--- src/rtl/msrh_l1d_lrq.sv ---
// msrh_l1d_lrq: L1D load refill queue that tracks line misses, fetches lines from L2,
// writes them into L1D and resolves waiting loads. Define MSRH_LRQ_PERF_CNT_EN for perf counters.
module msrh_l1d_lrq #(
    parameter int LRQ_ENTRY_SIZE = 4,
    parameter int PADDR_W        = 56,
    parameter int LINE_W         = 512,
    parameter int LINE_OFS_W     = 6,
    localparam int IDX_W         = $clog2(LRQ_ENTRY_SIZE)
) (
    input  logic                      i_clk,
    input  logic                      i_reset,
    input  logic                      i_load,
    input  logic [PADDR_W-1:0]        i_req_paddr,
    output logic                      o_resp_conflict,
    output logic                      o_resp_full,
    output logic [LRQ_ENTRY_SIZE-1:0] o_resp_lrq_index_oh,
    output logic                      o_l2_req_valid,
    input  logic                      i_l2_req_ready,
    output logic [PADDR_W-1:0]        o_l2_req_paddr,
    output logic [IDX_W-1:0]          o_l2_req_tag,
    input  logic                      i_l2_resp_valid,
    input  logic [IDX_W-1:0]          i_l2_resp_tag,
    input  logic [LINE_W-1:0]         i_l2_resp_data,
    output logic                      o_l1d_wr_valid,
    input  logic                      i_l1d_wr_ready,
    output logic [PADDR_W-1:0]        o_l1d_wr_paddr,
    output logic [LINE_W-1:0]         o_l1d_wr_data,
    output logic                      o_lrq_resolve_valid,
    output logic [LRQ_ENTRY_SIZE-1:0] o_lrq_resolve_index_oh
`ifdef MSRH_LRQ_PERF_CNT_EN
    ,
    output logic [31:0]               o_perf_alloc_cnt,
    output logic [31:0]               o_perf_conflict_cnt
`endif
);

    localparam int LA_W = PADDR_W - LINE_OFS_W;

    typedef enum logic [1:0] {
        ST_IDLE,
        ST_ISSUE,
        ST_RESP_WAIT,
        ST_WRITE
    } state_e;

    state_e            state_q [LRQ_ENTRY_SIZE];
    state_e            state_d [LRQ_ENTRY_SIZE];
    logic [LA_W-1:0]   addr_q  [LRQ_ENTRY_SIZE];
    logic [LA_W-1:0]   addr_d  [LRQ_ENTRY_SIZE];
    logic [LINE_W-1:0] data_q  [LRQ_ENTRY_SIZE];
    logic [LINE_W-1:0] data_d  [LRQ_ENTRY_SIZE];

    logic              l2_lock_q;
    logic              l2_lock_d;
    logic [IDX_W-1:0]  l2_lock_idx_q;
    logic [IDX_W-1:0]  l2_lock_idx_d;

    logic [LA_W-1:0]           req_line;
    logic [LRQ_ENTRY_SIZE-1:0] match_oh;
    logic                      any_match;
    logic                      free_found;
    logic [IDX_W-1:0]          free_idx;
    logic                      alloc;
    logic                      l2_valid;
    logic [IDX_W-1:0]          l2_idx;
    logic                      l2_hs;
    logic                      wr_valid;
    logic [IDX_W-1:0]          wr_idx;
    logic                      wr_hs;
    logic                      unused_paddr_ofs;

    assign req_line         = i_req_paddr[PADDR_W-1:LINE_OFS_W];
    assign unused_paddr_ofs = ^i_req_paddr[LINE_OFS_W-1:0];

    // A pending L2 request stays locked on its entry so a newer lower-index ISSUE entry cannot disturb it.
    always_comb begin
        wr_valid   = 1'b0;
        wr_idx     = '0;
        l2_valid   = 1'b0;
        l2_idx     = '0;
        free_found = 1'b0;
        free_idx   = '0;
        for (int i = LRQ_ENTRY_SIZE - 1; i >= 0; i--) begin
            if (state_q[i] == ST_WRITE) begin
                wr_valid = 1'b1;
                wr_idx   = IDX_W'(i);
            end
            if (state_q[i] == ST_ISSUE) begin
                l2_valid = 1'b1;
                l2_idx   = IDX_W'(i);
            end
            if (state_q[i] == ST_IDLE) begin
                free_found = 1'b1;
                free_idx   = IDX_W'(i);
            end
        end
        if (l2_lock_q) begin
            l2_valid = 1'b1;
            l2_idx   = l2_lock_idx_q;
        end
        wr_hs = wr_valid & i_l1d_wr_ready;
        l2_hs = l2_valid & i_l2_req_ready;

        match_oh = '0;
        for (int i = 0; i < LRQ_ENTRY_SIZE; i++) begin
            match_oh[i] = (state_q[i] != ST_IDLE) && (addr_q[i] == req_line) &&
                          !(wr_hs && (wr_idx == IDX_W'(i)));
        end
        any_match = |match_oh;
        alloc     = i_load & ~any_match & free_found;
    end

    always_comb begin
        o_resp_conflict        = i_load & any_match;
        o_resp_full            = i_load & ~any_match & ~free_found;
        o_resp_lrq_index_oh    = i_load ? match_oh : '0;
        o_l2_req_valid         = l2_valid;
        o_l2_req_paddr         = l2_valid ? {addr_q[l2_idx], {LINE_OFS_W{1'b0}}} : '0;
        o_l2_req_tag           = l2_idx;
        o_l1d_wr_valid         = wr_valid;
        o_l1d_wr_paddr         = wr_valid ? {addr_q[wr_idx], {LINE_OFS_W{1'b0}}} : '0;
        o_l1d_wr_data          = wr_valid ? data_q[wr_idx] : '0;
        o_lrq_resolve_valid    = wr_hs;
        o_lrq_resolve_index_oh = wr_hs ? (LRQ_ENTRY_SIZE'(1) << wr_idx) : '0;
    end

    // Each event targets a different entry, so the per-entry updates never collide.
    always_comb begin
        for (int i = 0; i < LRQ_ENTRY_SIZE; i++) begin
            state_d[i] = state_q[i];
            addr_d[i]  = addr_q[i];
            data_d[i]  = data_q[i];
            if (alloc && (free_idx == IDX_W'(i))) begin
                state_d[i] = ST_ISSUE;
                addr_d[i]  = req_line;
            end
            if (l2_hs && (l2_idx == IDX_W'(i))) begin
                state_d[i] = ST_RESP_WAIT;
            end
            if (i_l2_resp_valid && (i_l2_resp_tag == IDX_W'(i)) && (state_q[i] == ST_RESP_WAIT)) begin
                state_d[i] = ST_WRITE;
                data_d[i]  = i_l2_resp_data;
            end
            if (wr_hs && (wr_idx == IDX_W'(i))) begin
                state_d[i] = ST_IDLE;
            end
        end
        l2_lock_d     = l2_valid & ~i_l2_req_ready;
        l2_lock_idx_d = l2_idx;
    end

    always_ff @(posedge i_clk) begin
        if (i_reset) begin
            for (int i = 0; i < LRQ_ENTRY_SIZE; i++) begin
                state_q[i] <= ST_IDLE;
            end
            l2_lock_q     <= 1'b0;
            l2_lock_idx_q <= '0;
        end else begin
            for (int i = 0; i < LRQ_ENTRY_SIZE; i++) begin
                state_q[i] <= state_d[i];
            end
            l2_lock_q     <= l2_lock_d;
            l2_lock_idx_q <= l2_lock_idx_d;
        end
    end

    always_ff @(posedge i_clk) begin
        for (int i = 0; i < LRQ_ENTRY_SIZE; i++) begin
            addr_q[i] <= addr_d[i];
            data_q[i] <= data_d[i];
        end
    end

`ifdef SIMULATION
    always_ff @(posedge i_clk) begin
        if (!i_reset && i_l2_resp_valid && (state_q[i_l2_resp_tag] != ST_RESP_WAIT)) begin
            $fatal(1, "msrh_l1d_lrq: L2 response for entry %0d which is not awaiting a refill", i_l2_resp_tag);
        end
    end
`endif

`ifdef MSRH_LRQ_PERF_CNT_EN
    logic [31:0] perf_alloc_q;
    logic [31:0] perf_alloc_d;
    logic [31:0] perf_conflict_q;
    logic [31:0] perf_conflict_d;

    // Counters saturate rather than wrap.
    always_comb begin
        perf_alloc_d    = perf_alloc_q;
        perf_conflict_d = perf_conflict_q;
        if (alloc && (perf_alloc_q != 32'hFFFF_FFFF)) begin
            perf_alloc_d = perf_alloc_q + 32'd1;
        end
        if (o_resp_conflict && (perf_conflict_q != 32'hFFFF_FFFF)) begin
            perf_conflict_d = perf_conflict_q + 32'd1;
        end
    end

    always_ff @(posedge i_clk) begin
        if (i_reset) begin
            perf_alloc_q    <= '0;
            perf_conflict_q <= '0;
        end else begin
            perf_alloc_q    <= perf_alloc_d;
            perf_conflict_q <= perf_conflict_d;
        end
    end

    assign o_perf_alloc_cnt    = perf_alloc_q;
    assign o_perf_conflict_cnt = perf_conflict_q;
`endif

endmodule

--- config.mk ---
export PLATFORM = sky130hd
export DESIGN_NAME = msrh_l1d_lrq
export DESIGN_NICKNAME = d
export VERILOG_FILES = /design/src/rtl/msrh_l1d_lrq.sv
export SDC_FILE = /design/constraint.sdc
export NUM_CORES = 2
export LEC_CHECK = 0
export CAP_MARGIN = 20
export CORE_AREA = 4 4 477 479
export CTS_CLUSTER_SIZE = 28
export DETAILED_ROUTE_END_ITERATION = 10
export DIE_AREA = 0 0 481 483
export GPL_TIMING_DRIVEN = 0
export PLACE_DENSITY = 0.58
export SLEW_MARGIN = 20
export SYNTH_ARGS = -nofsm -noshare
export SYNTH_HDL_FRONTEND = slang
export SYNTH_SLANG_ARGS = --single-unit
--- constraint.sdc ---
create_clock -name i_clk -period 159.8 [get_ports i_clk]
set_clock_uncertainty 0.1 [all_clocks]
set_input_delay 31.96 -clock i_clk [delete_from_list [all_inputs] [get_ports i_clk]]
set_output_delay 31.96 -clock i_clk [all_outputs]
set_load 0.01 [all_outputs]
==> impl_metrics.env <==
export IMPL_synth_cells=4817
export IMPL_drive_above_1_share_pct=12.1
export IMPL_setup_viol=0
export IMPL_ir_worst_vdd_mv=0.0106
export IMPL_totalPowerFinal_mw=1.36
export IMPL_stdcell_count=9890
export IMPL_die_area_um2=232000
export IMPL_clk_latency_ps=880
export IMPL_grt_overflow=0
export IMPL_ys_ff_latch=2259
export IMPL_final_net_count=7234
export IMPL_criticalPathCategory="primary input to primary output"
export IMPL_num_rows=174
export IMPL_vias_per_cell=5.56
export IMPL_cts_tree="yes"
export IMPL_die_h_um=483
export IMPL_totalWireLength_mm=295
export IMPL_ys_top_cells_by_area="edfxtp_1, a222oi_1, a21oi_1, nand2_1, xor2_1"
export IMPL_whs_ps=493
export IMPL_grt_pass1_wl_mm=410
export IMPL_synth_edf_count=2248
export IMPL_num_fill_cells=19100
export IMPL_hold_violations=0
export IMPL_place_ws_ps=91760
export IMPL_drt_pre_antenna_iters=10
export IMPL_hold_class="register to register"
export IMPL_crit_slowest_cell="nor4_1"
export IMPL_avgSynthCellArea_um2=17.4
export IMPL_io_pins=1215
export IMPL_power_density_nw_per_um2=12.3
export IMPL_yosysTopAreaCell="edfxtp_1"
export IMPL_slew_violations=0
export IMPL_finalCriticalPeriod_ps=68310
export IMPL_ys_seq_area_share_pct=80.7
export IMPL_rsz0062_at_grt="no"
export IMPL_drt_iter0_markers=7182
export IMPL_netlist_area_leader_share_pct=80.4
export IMPL_post_place_cells=9419
export IMPL_place_gp_congestion=0.917
export IMPL_grt_pass1_vias=54200
export IMPL_crit_arrival_ps=36250
export IMPL_cts_buffers=229
export IMPL_antenna_found_initial=124
export IMPL_track_usage_pct=24.4
export IMPL_cp_cell_sequence="clkdlybuf4s50_1 -> xor2_1 -> nor4_1 -> nand4_1 -> nor4_1 -> a31oi_1 -> a21boi_0 -> clkdlybuf4s50_1"
export IMPL_drv_cap=0
export IMPL_route_detailed_drc=0
export IMPL_via_count=54900
export IMPL_critPathMaxStageDelay_ps=850
export IMPL_root_buffer="clkbuf_16"
export IMPL_status="finished, final reports clean"
export IMPL_cp_max_fo=8
export IMPL_setup_tns_ps=0
export IMPL_clock_sinks=2259
export IMPL_grt_max_degree=19
export IMPL_portBuffers=1196
export IMPL_fp_coreArea_um2=224000
export IMPL_dieWidth_um=481
export IMPL_crit_path_end_kind="primary output"
export IMPL_ys_warn_count=0
export IMPL_syn_area_um2=84000
export IMPL_avgRoutedWirePerCell_um=29.8
export IMPL_ant_nets=0
export IMPL_postCtsSetupBuffers=0
export IMPL_postSynth_asyncResetShare_pct=0
export IMPL_syn2layout_area_growth_pct=31.1
export IMPL_cp_required_ps=127740
export IMPL_synth_cell_types=55
export IMPL_slew_headroom_pct=17.0
export IMPL_worstMarginPinSlew_ps=1240
export IMPL_leakage_nw=36.2
export IMPL_fmax_mhz=14.6
export IMPL_crit_path_start_kind="primary input"
export IMPL_clkTransAtPathRegs_ps=60
export IMPL_synthFlopType="edfxtp_1"
export IMPL_ctsHoldBuffers=0
export IMPL_fin_crit_sh_pct=42.7
export IMPL_finalWorstSetupSlack_ps=91490
export IMPL_dpl_hpwl_mm=219
export IMPL_cts_htree_levels=4
export IMPL_cts_resized=0
export IMPL_clk_path_buf_depth=3
export IMPL_initial_utilization_pct=37.5
## Yosys cell counts, types with 2 or more instances
library cell	count
buf_1	16
and2_1	55
a221oi_1	2
a22o_1	3
buf_2	17
clkbuf_1	299
nor2_1	64
nor2b_1	10
edfxtp_1	2248
mux4_2	50
nand4_1	19
xor2_1	146
or3_1	3
a2111oi_0	8
a21oi_1	516
dfxtp_1	11
or4_1	3
nor3_1	56
nand3_1	8
xnor2_1	42
inv_1	15
nor4_1	40
nand2_1	524
buf_4	15
o2bb2ai_1	2
and4_1	2
a222oi_1	512
nand2b_1	3
nor4b_1	3
and3_1	2
o21ai_0	46
o22ai_1	54
## logic make-up (layout without fill, tap and decap cells)
| family | after synthesis | count (layout) | share of synthesized area [%] |
|---|---|---|---|
| compound gates | 1158 | 1158 | 10.2 |
| flops | 2259 | 2259 | 80.7 |
| other cells | 1 | 61 | 0.00447 |
| mux | 50 | 50 | 1.34 |
| simple gates | 797 | 797 | 4.13 |
| buf+inv | 364 | 2385 | 1.72 |
| xor+xnor | 188 | 188 | 1.96 |
## worst max-delay path: cells and delay by family
kind	cells	cell delay [ps]
buf+inv	2	1380
xor+xnor	1	260
compound gates	2	750
simple gates	3	1900
## routing by layer
layer / part of all wire [%] / global-route usage (%)
met5: 0.17 / 0
met4: 4.0 / 9.54
met3: 11 / 8.56
met2: 48 / 39.1
met1: 37 / 30.4
## through the flow
stage	area [um^2]	util, %
global route	110000	49.2
CTS	110000	49.2
detailed placement	103000	45.9
finish	110000	49.2
global placement	99700	44.6
floorplan	84000	-
## power by group
group	leakage, nW	switching, mW	total, mW	internal (mW)
clock network	3.55	0.228	0.522	0.293
logic	12.4	0.0911	0.162	0.0706
registers	20.3	0.00648	0.672	0.665
## cells in the final DEF, fill, tap and decap left out, types with 146 or more instances in the layout
cell type | Yosys | final
edfxtp_1 | 2248 | 2248
clkbuf_16 | 0 | 230
buf_4 | 15 | 221
clkdlybuf4s50_1 | 0 | 1196
clkbuf_1 | 299 | 338
a222oi_1 | 512 | 512
xor2_1 | 146 | 146
buf_2 | 17 | 173
a21oi_1 | 516 | 515
nand2_1 | 524 | 523
## path summary, 6_finish.rpt
| path | endpoint | from | slack [ps] | depth (start not counted) |
|---|---|---|---|---|
| hold / removal | state_q[3][1] | state_q[3][1] | 490 | 2 |
| setup / recovery | o_resp_conflict | i_req_paddr[16] | 91490 | 8 |
| setup reg to reg | data_q[0][149] | state_q[0][1] | 154940 | 18 |
| hold reg to reg | state_q[3][1] | state_q[3][1] | 490 | 2 |
## flip-flops by register name, indices dropped and copies added, names as in the netlist
name and cells:
addr_q 200, data_q 2048, l2_lock_idx_q 2, l2_lock_q 1, state_q 8
## final cells by class
cell class                      count  area (um^2)  area share (%)
Sequential cell                  2259        67700            61.5
Multi-Input combinational cell   2205        14900            13.5
Timing Repair Buffer             1599        14800            13.5
Clock buffer                      277         5930            5.39
Tap cell                         2992         3740            3.40
Buffer                            347         1390            1.26
Clock inverter                    145         1390            1.26
Antenna cell                       49          123           0.111
Inverter                           17         63.8          0.0580
(Power assumes the default switching activity.)
